[src/rtl/bcrypt_pkg.sv]
// rtl/bcrypt_pkg.sv - shared types and constants for the bcrypt Blowfish datapath
package bcrypt_pkg;

    typedef enum logic [2:0] {
        BF_IDLE,
        BF_PXOR,
        BF_LOOKUP,
        BF_WAIT,
        BF_MIX,
        BF_WHITEN_A,
        BF_WHITEN_B,
        BF_DONE
    } blowfish_state_t;

    // Hex digits of pi, the initial Blowfish P-array before key expansion.
    localparam logic [31:0] BF_P_INIT [0:17] = '{
        32'h243F6A88, 32'h85A308D3, 32'h13198A2E, 32'h03707344,
        32'hA4093822, 32'h299F31D0, 32'h082EFA98, 32'hEC4E6C89,
        32'h452821E6, 32'h38D01377, 32'hBE5466CF, 32'h34E90C6C,
        32'hC0AC29B7, 32'hC97C50DD, 32'h3F84D5B5, 32'hB5470917,
        32'h9216D5D9, 32'h8979FB1B
    };

    function automatic int sboxDw(input int sboxAw);
        return 32 << (8 - sboxAw);
    endfunction

endpackage

[src/rtl/blowfish_f.sv]
// rtl/blowfish_f.sv - Blowfish F function over packed S-box SRAM words
module blowfish_f
    import bcrypt_pkg::*;
#(
    parameter int  SBOX_AW = 7,
    localparam int SBOX_DW = sboxDw(SBOX_AW)
) (
    input  logic [31:0]          xl,
    input  logic [4*SBOX_DW-1:0] sboxData,
    output logic [4*SBOX_AW-1:0] sboxAddr,
    output logic [31:0]          f
);

    logic [31:0] sWord [4];

    for (genvar k = 0; k < 4; k++) begin : g_bank
        logic [7:0]         sByte;
        logic [SBOX_DW-1:0] bank;

        assign sByte = xl[31-8*k -: 8];
        assign bank  = sboxData[k*SBOX_DW +: SBOX_DW];
        assign sboxAddr[k*SBOX_AW +: SBOX_AW] = sByte[7 -: SBOX_AW];

        // Low byte bits beyond the address pick one 32-bit entry out of the wide SRAM word.
        if (SBOX_AW < 8) begin : g_lane
            logic [7-SBOX_AW:0] lane;
            assign lane     = sByte[7-SBOX_AW:0];
            assign sWord[k] = bank[32*lane +: 32];
        end else begin : g_direct
            assign sWord[k] = bank;
        end
    end

    assign f = ((sWord[0] + sWord[1]) ^ sWord[2]) + sWord[3];

endmodule

[src/rtl/blowfish_round_engine.sv]
// rtl/blowfish_round_engine.sv - handshaked multi-cycle Blowfish encryption engine
module blowfish_round_engine
    import bcrypt_pkg::*;
#(
    parameter int  ROUNDS   = 16,
    parameter int  SBOX_LAT = 1,
    parameter int  SBOX_AW  = 7,
    localparam int SBOX_DW  = sboxDw(SBOX_AW),
    localparam int PW       = $clog2(ROUNDS + 2)
) (
    input  logic                 clk,
    input  logic                 reset_l,
    input  logic                 abort,
    input  logic                 in_valid,
    output logic                 in_ready,
    input  logic [31:0]          in_l,
    input  logic [31:0]          in_r,
    input  logic                 in_salt_en,
    input  logic [63:0]          in_salt,
    output logic                 out_valid,
    input  logic                 out_ready,
    output logic [31:0]          out_l,
    output logic [31:0]          out_r,
    output logic [PW-1:0]        p_idx,
    input  logic [31:0]          p_data,
    output logic                 sbox_en,
    output logic [4*SBOX_AW-1:0] sbox_addr,
    input  logic [4*SBOX_DW-1:0] sbox_data,
    output logic                 busy
);

    localparam logic [PW-1:0] LAST_ROUND = PW'(ROUNDS - 1);
    localparam logic [3:0]    WAIT_INIT  = 4'(SBOX_LAT - 1);

    blowfish_state_t state;
    logic [31:0]     regL;
    logic [31:0]     regR;
    logic [PW-1:0]   rnd;
    logic [3:0]      waitCnt;
    logic [31:0]     fOut;

    // Addresses follow L continuously, so they stay put from LOOKUP until MIX samples the data.
    blowfish_f #(.SBOX_AW(SBOX_AW)) u_f (
        .xl       (regL),
        .sboxData (sbox_data),
        .sboxAddr (sbox_addr),
        .f        (fOut)
    );

    assign in_ready  = (state == BF_IDLE) && !abort;
    assign out_valid = (state == BF_DONE);
    assign sbox_en   = (state == BF_LOOKUP);
    assign busy      = (state != BF_IDLE);

    always_comb begin
        p_idx = '0;
        case (state)
            BF_PXOR:     p_idx = rnd;
            BF_WHITEN_A: p_idx = PW'(ROUNDS);
            BF_WHITEN_B: p_idx = PW'(ROUNDS + 1);
            default:     p_idx = '0;
        endcase
    end

    always_ff @(posedge clk or negedge reset_l) begin
        if (!reset_l) begin
            state   <= BF_IDLE;
            regL    <= '0;
            regR    <= '0;
            rnd     <= '0;
            waitCnt <= '0;
            out_l   <= '0;
            out_r   <= '0;
        end else if (abort) begin
            state <= BF_IDLE;
        end else begin
            case (state)
                BF_IDLE: begin
                    if (in_valid) begin
                        regL  <= in_l ^ (in_salt_en ? in_salt[63:32] : 32'h0);
                        regR  <= in_r ^ (in_salt_en ? in_salt[31:0] : 32'h0);
                        rnd   <= '0;
                        state <= BF_PXOR;
                    end
                end
                BF_PXOR: begin
                    regL  <= regL ^ p_data;
                    state <= BF_LOOKUP;
                end
                BF_LOOKUP: begin
                    waitCnt <= WAIT_INIT;
                    state   <= (WAIT_INIT != 4'd0) ? BF_WAIT : BF_MIX;
                end
                BF_WAIT: begin
                    waitCnt <= waitCnt - 4'd1;
                    if (waitCnt == 4'd1) begin
                        state <= BF_MIX;
                    end
                end
                BF_MIX: begin
                    regL <= regR ^ fOut;
                    regR <= regL;
                    if (rnd == LAST_ROUND) begin
                        state <= BF_WHITEN_A;
                    end else begin
                        rnd   <= rnd + PW'(1);
                        state <= BF_PXOR;
                    end
                end
                BF_WHITEN_A: begin
                    out_r <= regL ^ p_data;
                    state <= BF_WHITEN_B;
                end
                BF_WHITEN_B: begin
                    out_l <= regR ^ p_data;
                    state <= BF_DONE;
                end
                BF_DONE: begin
                    if (out_ready) begin
                        state <= BF_IDLE;
                    end
                end
                default: state <= BF_IDLE;
            endcase
        end
    end

endmodule

[config.mk]
export PLATFORM = sky130hd
export DESIGN_NAME = blowfish_round_engine
export DESIGN_NICKNAME = d
export VERILOG_FILES = /design/src/rtl/bcrypt_pkg.sv /design/src/rtl/blowfish_f.sv /design/src/rtl/blowfish_round_engine.sv
export SDC_FILE = /design/constraint.sdc
export NUM_CORES = 1
export LEC_CHECK = 0
export CAP_MARGIN = 20
export CORE_AREA = 3 3 204 206
export CTS_CLUSTER_DIAMETER = 100
export CTS_CLUSTER_SIZE = 20
export DETAILED_ROUTE_END_ITERATION = 6
export DIE_AREA = 0 0 207 209
export DONT_BUFFER_PORTS = 1
export PLACE_DENSITY = 0.46
export SLEW_MARGIN = 10
export SYNTH_ARGS = -nofsm -noshare
export SYNTH_HDL_FRONTEND = slang
export SYNTH_SLANG_ARGS = --single-unit
export TNS_END_PERCENT = 30
[constraint.sdc]
create_clock -name clk -period 13.05 [get_ports clk]
set_clock_uncertainty 0.15 [all_clocks]
set_input_delay 2.61 -clock clk [delete_from_list [all_inputs] [get_ports clk]]
set_output_delay 2.61 -clock clk [all_outputs]
set_load 0.01 [all_outputs]
======== Word level (Yosys, flattened, before mapping) ========
Cells that the tools add are included.
operators by class
  add/subtract/negate cells ............... 4
  equal/unequal tests ..................... 14
  shift-type cells ........................ 4
  multiplexer cells ....................... 17
  bitwise gates (word level) .............. 7
  reduce and logical (&&, ||, !) cells .... 14
operators by type and width
  cell                 number
  $shiftx 64x7->32     4
  $xor 32x32->32       6
  $mux 32              4
  $pmux 32 s3          1
  $add 32x32->32       2
  $pmux 32 s2          1
  $pmux 3 s8           1
  $mux 3               5
  $pmux 5 s3           1
  $eq 3x3->1 const B   4
  $mux 5               2
  $pmux 5 s2           1
  $reduce_and 3->1     3
  $pmux 4 s2           1
  $eq 3x2->1 const B   2
  $ne 3x3->1 const B   2
  $reduce_and 2->1     3
  $reduce_bool 3->1    2
  $add 5x1->5 const B  1
  $eq 5x4->1 const B   1
  $eq 4x1->1 const B   1
  $ne 2x2->1 const B   2
  $reduce_and 4->1     1
  $reduce_bool 2->1    2
  other kinds (7)      7
word-level totals
  bits in registers ....................... 140
  input port bits ......................... 422
  output and inout port bits .............. 101

======== Logic depth before layout (Yosys ltp) ========
  depth after elaboration ................. 6
  depth in mapped cells ................... 24
  gate-level depth less buffers ........... 22

======== By module ========
From an unflattened synthesis, not the netlist that was laid out.
second synthesis, totals
  cell total of the unflattened synthesis .. 1506
  area total of the unflattened synthesis .. 13261.5 µm²
by module, submodules not included
  module                 times used  cells each  area an instance (µm²)
  blowfish_round_engine  1           852         8079.0
  blowfish_f             1           654         5182.5

======== Worst setup path after synthesis ========
Ideal clock, no wire load.
  path kind ............................... input-to-reg
  start point ............................. input sbox_data[32]
  end point ............................... register regL[29]
  setup time .............................. 0.134 ns
  data arrival time ....................... 7.054 ns
  slack ................................... 5.712 ns
  cell stages on the path ................. 22
  buffers on the path ..................... 1
  path through ............................ mux2_2 > ha_1 > fa_1 > a21o_1 > a221oi_2 > o21ai_1 > a21oi_1 > o21ai_1 > a2111oi_2 > o31ai_1 > a21oi_1 > xnor2_1 > ha_1 > clkbuf_1 > a21oi_1 > o21ai_0 > o41ai_1 > o21ai_1 > or3_1 > a41oi_2 > xnor2_1 > a21oi_1
on the way
  longest elaborated chain between the ends .. 6
ends and longest elaborated chain
  element                 line                          RTL
  start: declaration      blowfish_round_engine.sv:28   input logic [4*SBOX_DW-1:0] sbox_data,
  $shiftx 64x7->32        blowfish_f.sv:28              assign sWord[k] = bank[32*lane +: 32];
  $add 32x32->32          blowfish_f.sv:34              assign f = ((sWord[0] + sWord[1]) ^ sWord[2]) + sWord[3];
  $xor 32x32->32          blowfish_f.sv:34
  $add 32x32->32          blowfish_f.sv:34
  $xor 32x32->32          blowfish_round_engine.sv:101  regL <= regR ^ fOut;
  $pmux 32 s3             blowfish_round_engine.sv:77   case (state)
  end signal: assignment  blowfish_round_engine.sv:80   regL <= in_l ^ (in_salt_en ? in_salt[63:32] : 32'h0);
  end signal: assignment  blowfish_round_engine.sv:87   regL <= regL ^ p_data;
  end signal: assignment  blowfish_round_engine.sv:101
  end: declaration        blowfish_round_engine.sv:36   logic [31:0] regL;
No other way between the ends.
A chain may end at the register's enable or synchronous reset.

======== Final worst setup path ========
  start point ............................. input sbox_data[32]
  end point ............................... register regL[26]
Same word-level chain as after synthesis.

==> metrics.log <==
[metrics] series of cell instances along the critical path: mux2_2 -> ha_1 -> fa_1 -> a21o_1 -> a221oi_2 -> o21ai_1 -> a21oi_1 -> o21ai_1 -> a2111oi_2 -> o31ai_1 -> a21oi_1 -> xnor2_1 -> ha_1 -> a21oi_1 -> o21ai_0 -> o41ai_1 -> o21ai_1 -> nor3_1 -> a2bb2oi_1 -> nor2b_1 -> xnor2_1 -> a21oi_1
[metrics] critical path launch point type: input pin
[metrics] async set-or-reset flop fraction in the synthesized netlist: 100%
[metrics] IO Pins: 523
[metrics] path type of the worst min-delay path: register to register
[metrics] via count of the first global-routing pass: 10.9k
[metrics] Register-to-Register Path Depth: 23
[metrics] DR WL/cell: 23.6 um
[metrics] Fin Setup TNS: 0 ns
[metrics] Slew @ Worst Pin: 0.782 ns
[metrics] outcome: finished, final reports clean
[metrics] setup-violating endpoint count in the final report: 0
[metrics] first-pass iteration count of the detailed router: 5
[metrics] share of post-route cells with drive strength above 1: 10.5%
[metrics] hold buffer count at CTS: 0
[metrics] FP Rows: 73
[metrics] arrival time at the worst endpoint: 7.74 ns
[metrics] highest fanout seen on the critical path: 7
[metrics] number of antenna violations at the first check in global routing: 5
[metrics] final period demand of the worst path: 7.58 ns
[metrics] synth unique cells: 59
[metrics] signed area change from the synthesized netlist to the final layout: 6.59%
[metrics] Core Box Area: 39800 um2
[metrics] die width: 207 um
[metrics] initial core utilization: 32.5%
[metrics] number of max-slew violations in the final report: 0
[metrics] Vert. Die Dim: 209 um
[metrics] post-synthesis sequential area ratio: 27.0%
[metrics] placed instance area: 13200 um2
[metrics] total grt overflow: 0
[metrics] Avg Vias per Cell: 5.33
[metrics] clk sinks: 140
[metrics] number of synthesized register bits: 140
[metrics] start of the worst register-to-register path: regL[16]
[metrics] endpoint type of the worst setup path: register
[metrics] Max transition margin: 47.9%
[metrics] count of nets after finishing: 1980
[metrics] depth of the worst hold-timing path: 2
[metrics] Worst Min Path Start: waitCnt[1]
[metrics] post-route antenna net violation count: 0
[metrics] via count: 10.8k
[metrics] mean instance size in the synthesized netlist: 8.26 um2
[metrics] # Max-Cap Violations: 0
[metrics] slowest cell on the critical path: sky130_fd_sc_hd__fa_1
[metrics] prevailing post-synth register cell: sky130_fd_sc_hd__dfrtp_1
[metrics] GRT Util Overall: 21.3%
[metrics] total wire length: 47800 um
[metrics] critical path type: input pin to register
[metrics] H-tree depth reported by CTS: 4
[metrics] post-route fraction of the period consumed by the critical path: 58.1%
[metrics] Hold Path End: waitCnt[1]
[metrics] EDFF count, synth: 0
[metrics] final-report hold violation count: 0
[metrics] clock-pin slew on the worst setup and hold paths: 0.06 ns
[metrics] end of the worst register-to-register path: regL[26]
[metrics] crit-path most repeated cell: sky130_fd_sc_hd__a21oi_1
[metrics] Post-Synthesis Cell Area: 13000 um2
[metrics] required time reported for the critical path endpoint: 13.21 ns
[metrics] Leakage Power: 5.68 nW
[metrics] RSZ-0062 raised after global routing: no
[metrics] number of gates given a new drive strength after cts: 0
[metrics] post-route cell area: 13800 um2
[metrics] number of buffers on the longest clock path: 2
[metrics] gate count after technology mapping: 1568
[metrics] area enclosed by the die boundary: 43300 um2
[metrics] fraction of the core area covered by cells at the end of the flow: 34.7%
[metrics] setup slack of the most critical reg-to-reg path: 6.67 ns
[metrics] number of inserted filler cells in the final layout: 4229
[metrics] power density over the cells: 311 nW/um2
[metrics] pin count of the biggest net entering global routing: 141
[metrics] Post-CTS Setup Inserts: 0
[metrics] detailed router's first-iteration violation count: 598
[metrics] smallest hold slack: 0.357 ns
[metrics] net count after synthesis: 2058
[metrics] wire length of the first global-routing pass: 70200 um
[metrics] Port Buf Inserts: 0
[metrics] routability-driven placement congestion ratio: 0.866
[metrics] Skew-Pair Late Insertion Delay: 0.44 ns
[metrics] yosys synthesis warning count: 0
[metrics] Crit path largest cell delay: 0.47 ns
[metrics] clock buffers created by TritonCTS: 17
[metrics] clock tree from TritonCTS: done
[metrics] root buf cell: sky130_fd_sc_hd__clkbuf_16
[metrics] achievable frequency: 0.132 GHz
[metrics] post-detail-place hpwl: 38000 um
[metrics] VDD IR-drop max: 0.000111 V
[metrics] DRC errors left: 0
-- layout by cell type (no fill, tap or decap), drive strengths merged, types with 32 or more instances in the layout --
cell type,count
o21ai,114
dfrtp,140
nand2,149
xnor2,178
xor2,73
a21oi,178
nor2,193
mux2i,37
ha,66
mux2,93
a21o,32
-- critical path: cells and delay by family --
family / cells / cell delay, ns
AOI/OAI and AO/OA: 14 / 3.02
and+or+nand+nor: 2 / 0.51
xor gates and xnor gates: 2 / 0.28
muxes: 1 / 0.25
adders and majority gates: 3 / 1.07
-- per-stage QoR --
stage | cells | power (mW) | setup slack [ns]
2_1_floorplan | 1568 | 3.05 | 5.71
3_3_place_gp | 1996 | 3.76 | 5.10
3_5_place_dp | 1996 | 3.79 | 5.05
4_1_cts | 2027 | 4.31 | 5.51
5_1_grt | 2028 | 4.68 | 4.92
6_report | 2028 | 4.29 | 5.47
-- where the power goes --
part	internal (mW)	switching [mW]
Combinational	1.27	1.65
Sequential	0.581	0.284
Clock	0.314	0.193
Total	2.16	2.13
-- worst max path at each step --
stage | from | end | depth (start not counted)
4_1_cts | sbox_data[32] | regL[26] | 22
2_1_floorplan | sbox_data[32] | regL[29] | 22
6_report | sbox_data[32] | regL[26] | 22
5_1_grt | sbox_data[32] | regL[26] | 22
3_5_place_dp | sbox_data[32] | regL[26] | 22
3_3_place_gp | sbox_data[32] | regL[26] | 22
-- routing by layer --
layer  GRT usage, %  part of all wire (%)  wire length (um)
met4           4.96                   1.5               722
met2           33.3                    45             21700
met5              0                     0                 0
met1           30.0                    47             22600
met3           4.88                   5.9              2820
-- synthesized netlist by cell type (4+ instances only) --
master,number,share of area (%)
sky130_fd_sc_hd__or2_2,5,0.24
sky130_fd_sc_hd__nor3_1,14,0.54
sky130_fd_sc_hd__nor4_1,4,0.19
sky130_fd_sc_hd__or3_1,6,0.29
sky130_fd_sc_hd__a21oi_1,177,6.8
sky130_fd_sc_hd__and2_1,8,0.39
sky130_fd_sc_hd__a31oi_1,7,0.34
sky130_fd_sc_hd__nor2_1,193,5.6
sky130_fd_sc_hd__o32ai_1,11,0.74
sky130_fd_sc_hd__nor2b_1,8,0.39
sky130_fd_sc_hd__inv_1,17,0.49
sky130_fd_sc_hd__clkbuf_1,66,1.9
sky130_fd_sc_hd__and3_1,7,0.34
sky130_fd_sc_hd__ha_1,66,6.4
sky130_fd_sc_hd__nand3_1,14,0.54
sky130_fd_sc_hd__nand4_1,4,0.19
sky130_fd_sc_hd__xor2_1,73,4.9
sky130_fd_sc_hd__xnor2_1,178,12
sky130_fd_sc_hd__a211oi_1,12,0.70
sky130_fd_sc_hd__dfrtp_1,140,27
sky130_fd_sc_hd__nand2b_1,6,0.29
sky130_fd_sc_hd__mux2i_1,37,2.9
sky130_fd_sc_hd__buf_1,12,0.35
sky130_fd_sc_hd__o21ai_0,108,4.2
sky130_fd_sc_hd__buf_4,28,1.6
sky130_fd_sc_hd__a221oi_1,17,1.1
sky130_fd_sc_hd__a21o_1,32,1.9
sky130_fd_sc_hd__a21boi_0,4,0.23
sky130_fd_sc_hd__o21ai_1,5,0.19
sky130_fd_sc_hd__o21bai_1,5,0.29
sky130_fd_sc_hd__o31ai_1,5,0.29
sky130_fd_sc_hd__nand2_1,149,4.3
sky130_fd_sc_hd__nor3b_1,18,1.0
sky130_fd_sc_hd__mux2_2,93,8.1
-- final cells by class --
class                           count  area (um2)  area share [%]
Multi-Input combinational cell   1303        8900            64.5
Sequential cell                   140        3510            25.4
Tap cell                          525         657            4.76
Clock buffer                       24         482            3.49
Clock inverter                      7         113           0.815
Timing Repair Buffer               11        82.6           0.598
Inverter                           17        63.8           0.462
Antenna cell                        1        2.50          0.0181
-- registers in the layout, indices dropped and copies added (netlist names) --
register,flops
out_l,32
out_r,32
regL,32
regR,32
rnd,5
waitCnt,4
state,3
-- cell families (layout without fill, tap and decap cells) --
kind of cell,after synthesis,after routing,synth area share (%)
other cells,0,1,0
simple gates,438,438,14.5
fa+ha+maj,68,68,6.68
mux,130,130,10.9
flops,140,140,27.0
buf+inv,125,59,4.45
compound gates,416,416,19.4
xor+xnor,251,251,17.0
Note: power is estimated with default switching activity, not from simulation.
